File: src/rtl/rv16_pkg.sv
// Shared types for the rv16 functional-unit dispatcher.
// Holds the opcode enum, FU index constants and the dispatcher state enum.
package rv16_pkg;

  localparam int NUM_FU = 7;

  typedef enum logic [3:0] {
    OP_ADD = 4'd0,
    OP_SUB = 4'd1,
    OP_MUL = 4'd2,
    OP_DIV = 4'd3,
    OP_XOR = 4'd4,
    OP_AND = 4'd5,
    OP_OR  = 4'd6
  } fu_op_e;

  localparam int FU_ADD = 0;
  localparam int FU_SUB = 1;
  localparam int FU_MUL = 2;
  localparam int FU_DIV = 3;
  localparam int FU_XOR = 4;
  localparam int FU_AND = 5;
  localparam int FU_OR  = 6;

  typedef enum logic [1:0] {
    IDLE  = 2'd0,
    ISSUE = 2'd1,
    WAIT  = 2'd2,
    WB    = 2'd3
  } disp_state_e;

endpackage

File: src/rtl/rv16_fu_onehot_dec.sv
// Opcode to one-hot functional-unit select decoder.
// Ports: opcode (4b in), sel (NUM_FU one-hot out), legal (1b out).
module rv16_fu_onehot_dec
  import rv16_pkg::*;
(
  input  logic [3:0]        opcode,
  output logic [NUM_FU-1:0] sel,
  output logic              legal
);

  always_comb begin
    sel   = '0;
    legal = 1'b1;
    unique case (1'b1)
      (opcode == OP_ADD): sel[FU_ADD] = 1'b1;
      (opcode == OP_SUB): sel[FU_SUB] = 1'b1;
      (opcode == OP_MUL): sel[FU_MUL] = 1'b1;
      (opcode == OP_DIV): sel[FU_DIV] = 1'b1;
      (opcode == OP_XOR): sel[FU_XOR] = 1'b1;
      (opcode == OP_AND): sel[FU_AND] = 1'b1;
      (opcode == OP_OR):  sel[FU_OR]  = 1'b1;
      default:            legal       = 1'b0;
    endcase
  end

endmodule

File: src/rtl/rv16_fu_dispatch.sv
// Single-instruction dispatcher: routes one ALU op to its FU and returns rd writeback.
// Ports: clk/rst_n; in_* decode handshake; fu_* FU request/ack/done/result;
//        wb_* writeback handshake with error flag; busy while not idle.
module rv16_fu_dispatch
  import rv16_pkg::*;
#(
  parameter int DATA    = 16,
  parameter int REGA    = 3,
  parameter int TIMEOUT = 64
) (
  input  logic                   clk,
  input  logic                   rst_n,
  input  logic                   in_valid,
  output logic                   in_ready,
  input  logic [3:0]             in_opcode,
  input  logic [DATA-1:0]        in_rs1,
  input  logic [DATA-1:0]        in_rs2,
  input  logic [REGA-1:0]        in_rd,
  output logic [NUM_FU-1:0]      fu_req,
  output logic [DATA-1:0]        fu_op_a,
  output logic [DATA-1:0]        fu_op_b,
  input  logic [NUM_FU-1:0]      fu_ack,
  input  logic [NUM_FU-1:0]      fu_done,
  input  logic [NUM_FU*DATA-1:0] fu_res,
  output logic                   wb_valid,
  input  logic                   wb_ready,
  output logic [REGA-1:0]        wb_rd,
  output logic [DATA-1:0]        wb_data,
  output logic                   wb_err,
  output logic                   busy
);

  localparam int CW = $clog2(TIMEOUT + 1);

  disp_state_e state;
  disp_state_e state_nxt;

  logic [NUM_FU-1:0] dec_sel;
  logic              dec_legal;
  logic [NUM_FU-1:0] sel_q;
  logic [DATA-1:0]   op_a;
  logic [DATA-1:0]   op_b;
  logic [REGA-1:0]   rd_q;
  logic [DATA-1:0]   data_q;
  logic              err_q;
  logic [CW-1:0]     cnt;
  logic [DATA-1:0]   res_mux;
  logic              accept;
  logic              ack_hit;
  logic              done_hit;
  logic              expire;
  logic              inflight;

  // The decoded select is registered at capture,
  // so later states only see the captured opcode.
  rv16_fu_onehot_dec u_dec (
    .opcode (in_opcode),
    .sel    (dec_sel),
    .legal  (dec_legal)
  );

  assign in_ready = rst_n & (state == IDLE);
  assign accept   = in_valid & in_ready;
  assign ack_hit  = |(fu_ack & sel_q);
  assign done_hit = |(fu_done & sel_q);
  assign inflight = (state == ISSUE) | (state == WAIT);
  // cnt holds cycles already spent, so this is
  // the TIMEOUT-th ISSUE/WAIT cycle.
  assign expire   = (cnt == CW'(TIMEOUT - 1));

  always_comb begin
    res_mux = '0;
    for (int i = 0; i < NUM_FU; i++) begin
      res_mux |= fu_res[i*DATA +: DATA] & {DATA{sel_q[i]}};
    end
  end

  always_ff @(posedge clk) begin
    if (!rst_n) begin
      state <= IDLE;
    end else begin
      state <= state_nxt;
    end
  end

  always_comb begin
    state_nxt = state;
    fu_req    = '0;
    unique case (state)
      IDLE: begin
        if (accept) begin
          state_nxt = dec_legal ? ISSUE : WB;
        end
      end
      ISSUE: begin
        fu_req = sel_q;
        if (ack_hit && done_hit) begin
          state_nxt = WB;
        end else if (expire) begin
          state_nxt = WB;
        end else if (ack_hit) begin
          state_nxt = WAIT;
        end
      end
      WAIT: begin
        if (done_hit || expire) begin
          state_nxt = WB;
        end
      end
      WB: begin
        if (wb_ready) begin
          state_nxt = IDLE;
        end
      end
      default: state_nxt = IDLE;
    endcase
  end

  always_ff @(posedge clk) begin
    if (!rst_n) begin
      sel_q  <= '0;
      op_a   <= '0;
      op_b   <= '0;
      rd_q   <= '0;
      data_q <= '0;
      err_q  <= 1'b0;
      cnt    <= '0;
    end else begin
      if (accept) begin
        sel_q  <= dec_sel;
        op_a   <= in_rs1;
        op_b   <= in_rs2;
        rd_q   <= in_rd;
        data_q <= '0;
        err_q  <= ~dec_legal;
        cnt    <= '0;
      end else if (inflight) begin
        cnt <= cnt + 1'b1;
        // A result arriving on the last allowed
        // cycle still wins over the abort.
        if (done_hit && (state == WAIT || ack_hit)) begin
          data_q <= res_mux;
        end else if (expire) begin
          err_q <= 1'b1;
        end
      end
    end
  end

  assign fu_op_a  = op_a;
  assign fu_op_b  = op_b;
  assign wb_valid = (state == WB);
  assign wb_rd    = rd_q;
  assign wb_data  = data_q;
  assign wb_err   = err_q;
  assign busy     = (state != IDLE);

endmodule

File: config.mk
export PLATFORM = sky130hd
export DESIGN_NAME = rv16_fu_dispatch
export DESIGN_NICKNAME = d
export VERILOG_FILES = /design/src/rtl/rv16_pkg.sv /design/src/rtl/rv16_fu_onehot_dec.sv /design/src/rtl/rv16_fu_dispatch.sv
export SDC_FILE = /design/constraint.sdc
export NUM_CORES = 1
export LEC_CHECK = 0
export ABC_AREA = 1
export BUFFER_PORTS_ARGS = -buffer_cell sky130_fd_sc_hd__buf_2
export CAP_MARGIN = 10
export CORE_MARGIN = 3
export CORE_UTILIZATION = 38
export DETAILED_ROUTE_END_ITERATION = 7
export GPL_TIMING_DRIVEN = 0
export PLACE_DENSITY = 0.76
export REMOVE_ABC_BUFFERS = 1
export SLEW_MARGIN = 10
export SYNTH_ARGS = -nofsm -noshare
export SYNTH_HDL_FRONTEND = slang
export SYNTH_HIERARCHICAL = 1
export SYNTH_SLANG_ARGS = --single-unit
File: constraint.sdc
create_clock -name clk -period 1.5 [get_ports clk]
set_input_delay 0.15 -clock clk [delete_from_list [all_inputs] [get_ports clk]]
set_output_delay 0.15 -clock clk [all_outputs]
set_load 0.02 [all_outputs]
==> Word level (Yosys, flattened, before mapping) <==
Cells that the tools add are included.
{ "word_totals": {"word_cells": 81, "out_inout_bits": 62, "regBits": 68} }
{ "classes": {"mux": 21, "reduce_logical": 16, "eq_ne": 15, "n_addsub": 1, "n_bitwise": 20} }
{ "op_table": {"columns": ["operator", "count"], "rows": [
  ["AND 16 bit", 7],
  ["bitwise OR 16 bit", 6],
  ["OR reduction 7 bit", 3],
  ["AND 7 bit", 2],
  ["two-way mux 2 bit", 7],
  ["== test 4 x 3 -> 1 bit, second input constant", 3],
  ["two-way mux 1 bit", 12],
  ["== test 4 x 2 -> 1 bit, second input constant", 2],
  ["case mux 2 bit (4 select lines)", 1],
  ["adder 7 x 1 -> 7 bit, second input constant", 1],
  ["== test 7 x 6 -> 1 bit, second input constant", 1],
  ["two-way mux 7 bit", 1],
  ["inequality test 2 bit, second input constant", 3],
  ["nonzero test 2 bit", 3],
  ["== test 2 bit, second input constant", 2],
  ["== test 4 x 1 -> 1 bit, second input constant", 1],
  ["logical NOT 4 bit", 1],
  ["inequality test 4 x 3 -> 1 bit, second input constant", 1],
  ["AND reduction 4 bit", 1],
  ["AND reduction 3 bit", 1],
  ["AND 1 bit", 2],
  ["== test 2 x 1 -> 1 bit, second input constant", 1],
  ["logical AND 1 bit", 2],
  ["logical NOT 2 bit", 1],
  ["6 further kinds", 8]
]} }

==> Logic depth before layout (Yosys ltp) <==
{ "logic_depth": {"word_depth": 7, "mapped_depth": 11, "mapped_depth_nobuf": 10} }

==> By module <==
Netlist, hierarchy kept.
{ "modules_own_cells": {"columns": ["mod", "n_inst", "cells_per_inst", "area_each_um2"], "rows": [
  ["rv16_fu_dispatch", 1, 442, 3437.0],
  ["rv16_fu_onehot_dec", 1, 20, 76.3]
]} }

==> Least setup slack after synthesis <==
OpenSTA, ideal clock, no wires.
{ "synth_path": {"kind": "flip-flop to flip-flop", "startpoint": "reg state[0]", "endpoint": "reg data_q[10], in the netlist wb_data[10]", "synth_period_minus_slack_ps": 1521, "stages_incl_launch_ff": 10, "path_buffers": 2, "slack_ps": -21, "t_arrival_ps": 1406, "path_cell_list": "dfxtp_1 inv_1 ha_1 buf_2 inv_1 nor2_4 inv_2 buf_6 nor2_1 nor2_1"} }
{ "synth_lines": {"columns": ["item", "line", "source"], "rows": [
  ["start, declared", "rv16_fu_dispatch.sv:35", "disp_state_e state;"],
  ["start signal, assigned", "rv16_fu_dispatch.sv:82", "state <= state_nxt;"],
  ["== test 2 x 1 -> 1 bit / == test 2 bit (equally long branches)", "rv16_fu_dispatch.sv:66", "assign inflight = (state == ISSUE) | (state == WAIT);"],
  ["bitwise OR 1 bit (*)", "rv16_fu_dispatch.sv:66", null],
  ["net inflight", "rv16_fu_dispatch.sv:52", "logic inflight;"],
  ["AND reduction 2 bit (no source line) (*)", null, null],
  ["end signal, assigned", "rv16_fu_dispatch.sv:142", "data_q <= res_mux;"],
  ["end, declared", "rv16_fu_dispatch.sv:44", "logic [DATA-1:0] data_q;"]
]} }
Mark *: on every way through the listed nets, which the timed path passes. The rest lies on a longest branch.
A chain may end at the register's enable or synchronous reset.

==> Worst setup path after layout <==
{ "layout_path": {"startpoint": "reg sel_q[3]", "endpoint": "reg err_q, in the netlist wb_err"} }
{ "layout_via": {"elab_chain_len": 6} }
{ "layout_rtl": {"columns": ["item", "line", "source"], "rows": [
  ["start, declared", "rv16_fu_dispatch.sv:40", "logic [NUM_FU-1:0] sel_q;"],
  ["start signal, assigned", "rv16_fu_dispatch.sv:130", "sel_q <= dec_sel;"],
  ["AND 7 bit", "rv16_fu_dispatch.sv:64", "assign ack_hit = |(fu_ack & sel_q);"],
  ["OR reduction 7 bit", "rv16_fu_dispatch.sv:64", null],
  ["logical OR 1 bit", "rv16_fu_dispatch.sv:141", "if (done_hit && (state == WAIT || ack_hit)) begin"],
  ["logical AND 1 bit (*)", "rv16_fu_dispatch.sv:141", null],
  ["inequality test 2 bit (no source line) (*)", null, null],
  ["AND reduction 3 bit (no source line) (*)", null, null],
  ["end signal, assigned", "rv16_fu_dispatch.sv:135", "err_q <= ~dec_legal;"],
  ["end, declared", "rv16_fu_dispatch.sv:45", "logic err_q;"]
]} }
Mark *: on every way between the ends. The rest lies on a longest branch, timed or not.

==> results by stage <==
Cells and area:
- The post-route core utilization is 62.12%.
- The final layout contains 890 nets.
- The relative area change from synthesis to final layout is 56.45%.
- The fraction of layout cells with a size suffix above 1 is 50.69%.
- The final instance area is 0.005497 mm².
- 0 antenna diodes ended up in the layout.

Detailed routing:
- Once detail routing completed, the nets flagged for antenna violations numbered 0.
- The first-pass iteration count of the detailed router is 5.
- The wire length after detailed routing is 15340 µm.
- The routed wire length per instance is 18.53 µm.
- The first routing iteration left 283 violations.
- In the routed layout, each cell is associated on average with a via count of 5.450.
- The via count of the routed design is 4513.
- After detailed routing, the number of remaining DRC violations is 0.

STA:
- The number of max-slew violations in the final report is 0.
- The summed negative setup slack over all endpoints is -297.6 ps.
- The time the final worst path needs with I/O delays and setup is 1610 ps.
- The worst hold slack is 39.10 ps.
- Across the routed clock network, the largest skew measured is 14.62 ps.
- The minimum setup slack in the final design is -110.4 ps.
- The share of the clock period used by the worst path is 107.4%.
- For this run, the top clock speed supported by timing is 621.0 MHz.
- At the pin with the least slew margin, the transition time is 855.6 ps.
- The worst pin sits at a relative slew slack of 42.96%.
- Setup repair after global routing could not meet its margin everywhere.
- The final count of hold timing violations was 0.
- The setup-violating endpoint count in the final report is 9.

Worst setup path:
- The critical path startpoint category is a register.
- At the worst endpoint, the arrival time is 1860 ps.
- The critical path required time is 1750 ps.
- The critical path is of the register to register type.
- The worst setup path is captured at a register.
- Of all nets on the critical path, the largest fanout is 4.

Global routing:
- The maximum number of pins on one net before global-route repair is 45.
- The via count of the first global-routing pass is 4233.
- The all-layer global routing usage is 26.91%.
- The first-pass GRT wire length is 21330 µm.
- The aggregate global routing overflow is 0.
- The number of antenna violations at the first check in global routing is 0.

Placed design:
- The final HPWL from detailed placement is 8766 µm.
- After detailed placement, the total cell area comes to 0.004553 mm².
- The count of port buffers added during placement is 230.
- Routability-driven placement finished with a final weighted congestion of 0.9714.
- The placement-stage worst setup slack is -845.5 ps.

Clock network:
- The maximum level of the CTS H-tree is 3.
- CTS placed an instance of sky130_fd_sc_hd__clkbuf_8 at the clock tree root.
- The clock input transition at the sequential cells of the worst setup and hold paths is 80 ps.
- The number of CTS-inserted buffers is 9.
- The tree built by TritonCTS fans out to 68 sinks.
- The clock insertion delay at the later pin of the skew report is 340 ps.
- The maximum buffer depth of the clock tree is 2.
- The TritonCTS clock tree is yes.

Floorplan:
- The floorplan has 34 rows.
- The core footprint is 0.008848 mm².
- In this run the count of I/O pins placed on the die edge is 231.
- The horizontal die dimension is 102.2 µm.
- The die area is 0.01044 mm².
- The vertical extent of the die is 102.2 µm.
- For this configuration, the core starts out at a cell density of 39.71%.

Power:
- Summed over all cells, the static leakage comes to 0.002832 µW.
- The maximum ir drop on the vdd rail is 947.2 µV.
- In this run the power density over the cells is 1148 mW/mm².

Logic synthesis:
- The most common cell in the synthesized netlist is sky130_fd_sc_hd__nand2_1.
- Yosys mapped a number of flops with a built-in enable equal to 0.
- The count of synthesis-stage warnings from yosys is 6.
- In the synthesized netlist, the number of instances is 462.
- In this run the cell area of the synthesized design comes to 0.003513 mm².
- The leading area contributor after synthesis is sky130_fd_sc_hd__dfxtp_1.
- The main flop type after synthesis is sky130_fd_sc_hd__dfxtp_1.
- The mean instance size in the synthesized netlist is 7.605 µm².
- The async set-reset flop share out of synthesis is 0%.
- The netlist uses 31 different library cells.
- The area fraction of the dominant cell type after synthesis is 38.75%.
- The fraction of the yosys area taken by sequential cells is 38.75%.
- The register bit count reported by yosys is 68.
- In the post-synthesis netlist, the biggest area contributors are sky130_fd_sc_hd__dfxtp_1 (39%), sky130_fd_sc_hd__nand2_1 (15%), sky130_fd_sc_hd__a32o_1 (12%).
- The commonest cells after synthesis are sky130_fd_sc_hd__nand2_1 (141), sky130_fd_sc_hd__dfxtp_1 (68), sky130_fd_sc_hd__a32o_1 (42).

Flow run:
- Across the run, the number of max-cap violations was 0.

Run status:
- The run finished, with violations left.
- The checks that failed: setup timing.

Worst hold path:
- The path category of the worst min-delay check is input pin to register.
-- final cells by class --
type,count,area [µm²]
multi-input cells,331,2022
repair inverters,3,28.78
well taps,108,135.1
repair buffers,271,1560
clock buffers,10,127.6
flip-flops and latches,68,1395
fillers,768,3352
inverters,31,162.7
clock inverters,6,65.06
-- power by group --
group          switching [µW]  internal, µW  total [µW]
Clock                     726           769        1490
Combinational            1520          1050        2580
Sequential                176          2060        2240
Total                    2430          3890        6310
-- kinds of logic after synthesis --
kind of cell / after synthesis / share of synthesized area, %
flops: 68 / 38.75
fa+ha+maj: 6 / 2.137
buf+inv: 65 / 10.40
xor+xnor: 1 / 0.2493
compound gates: 99 / 22.22
simple gates: 223 / 26.25
-- worst paths after layout --
kind                   start          to  slack, ps  cells past startpoint
setup / recovery    sel_q[3]      wb_err       -110                      9
hold / removal      in_rd[0]    wb_rd[0]         40                      2
setup reg to reg    sel_q[3]      wb_err       -110                      9
hold reg to reg   fu_op_b[6]  fu_op_b[6]        470                      1
-- registers in the layout, summed over array words and instances (netlist names) --
register,flops
wb_err,1
fu_op_b,16
fu_op_a,16
wb_rd,3
sel_q,7
state,2
wb_data,16
cnt,7
-- what timing repair did --
action	CTS	global route
pin swaps	8	25
cloned	4	1
hold buffers	0	0
setup endpoints to repair	76	71
endpoints found under the hold margin	0	0
buffers inserted	29	13
resized for setup	45	85
-- stage by stage --
stage / std cells / power, µW
final: 828 / 6312
after global routing: 828 / 6646
after CTS: 814 / 5922
after detailed placement: 766 / 4057
after global placement: 766 / 4002
after floorplan: 428 / 3342
-- placed cells by master, fill, tap and decap left out, types with 3 or more instances in the layout --
master / n
sky130_fd_sc_hd__buf_2: 223
sky130_fd_sc_hd__nand2_1: 124
sky130_fd_sc_hd__dfxtp_1: 59
sky130_fd_sc_hd__a32o_1: 42
sky130_fd_sc_hd__nor2_1: 35
sky130_fd_sc_hd__buf_4: 28
sky130_fd_sc_hd__nand3_1: 20
sky130_fd_sc_hd__buf_6: 19
sky130_fd_sc_hd__inv_1: 17
sky130_fd_sc_hd__nand2_2: 16
sky130_fd_sc_hd__a21oi_1: 13
sky130_fd_sc_hd__nand4_1: 11
sky130_fd_sc_hd__o21ai_1: 10
sky130_fd_sc_hd__clkbuf_8: 9
sky130_fd_sc_hd__dfxtp_4: 9
sky130_fd_sc_hd__inv_2: 8
sky130_fd_sc_hd__a21oi_2: 7
sky130_fd_sc_hd__o21ai_2: 7
sky130_fd_sc_hd__nor2_4: 6
sky130_fd_sc_hd__a22o_1: 6
sky130_fd_sc_hd__nor3_1: 4
sky130_fd_sc_hd__ha_1: 4
sky130_fd_sc_hd__inv_6: 3
sky130_fd_sc_hd__nand2_8: 3
sky130_fd_sc_hd__nor2_2: 3
sky130_fd_sc_hd__o21ai_0: 3
sky130_fd_sc_hd__a221oi_2: 3
-- worst max-delay path: stages, from the launching register on --
cell	delay, ps
sky130_fd_sc_hd__dfxtp_4	380
sky130_fd_sc_hd__nand2_2	80
sky130_fd_sc_hd__nand2_2	80
sky130_fd_sc_hd__nor2_4	130
sky130_fd_sc_hd__nand2_2	90
sky130_fd_sc_hd__o21ai_4	200
sky130_fd_sc_hd__buf_6	160
sky130_fd_sc_hd__buf_6	100
sky130_fd_sc_hd__nand3_2	70
sky130_fd_sc_hd__a31oi_1	240
-- routing by layer --
| metal | up-vias | routed length, µm | track usage, % |
|---|---|---|---|
| met5 | - | 0 | 0 |
| met4 | 0 | 471 | 10.80 |
| met3 | 38 | 1902 | 8.464 |
| met2 | 297 | 7385 | 46.18 |
| met1 | 2071 | 5585 | 31.12 |
| li1 | 2107 | - | - |
Power figures use the tool's default switching activity.
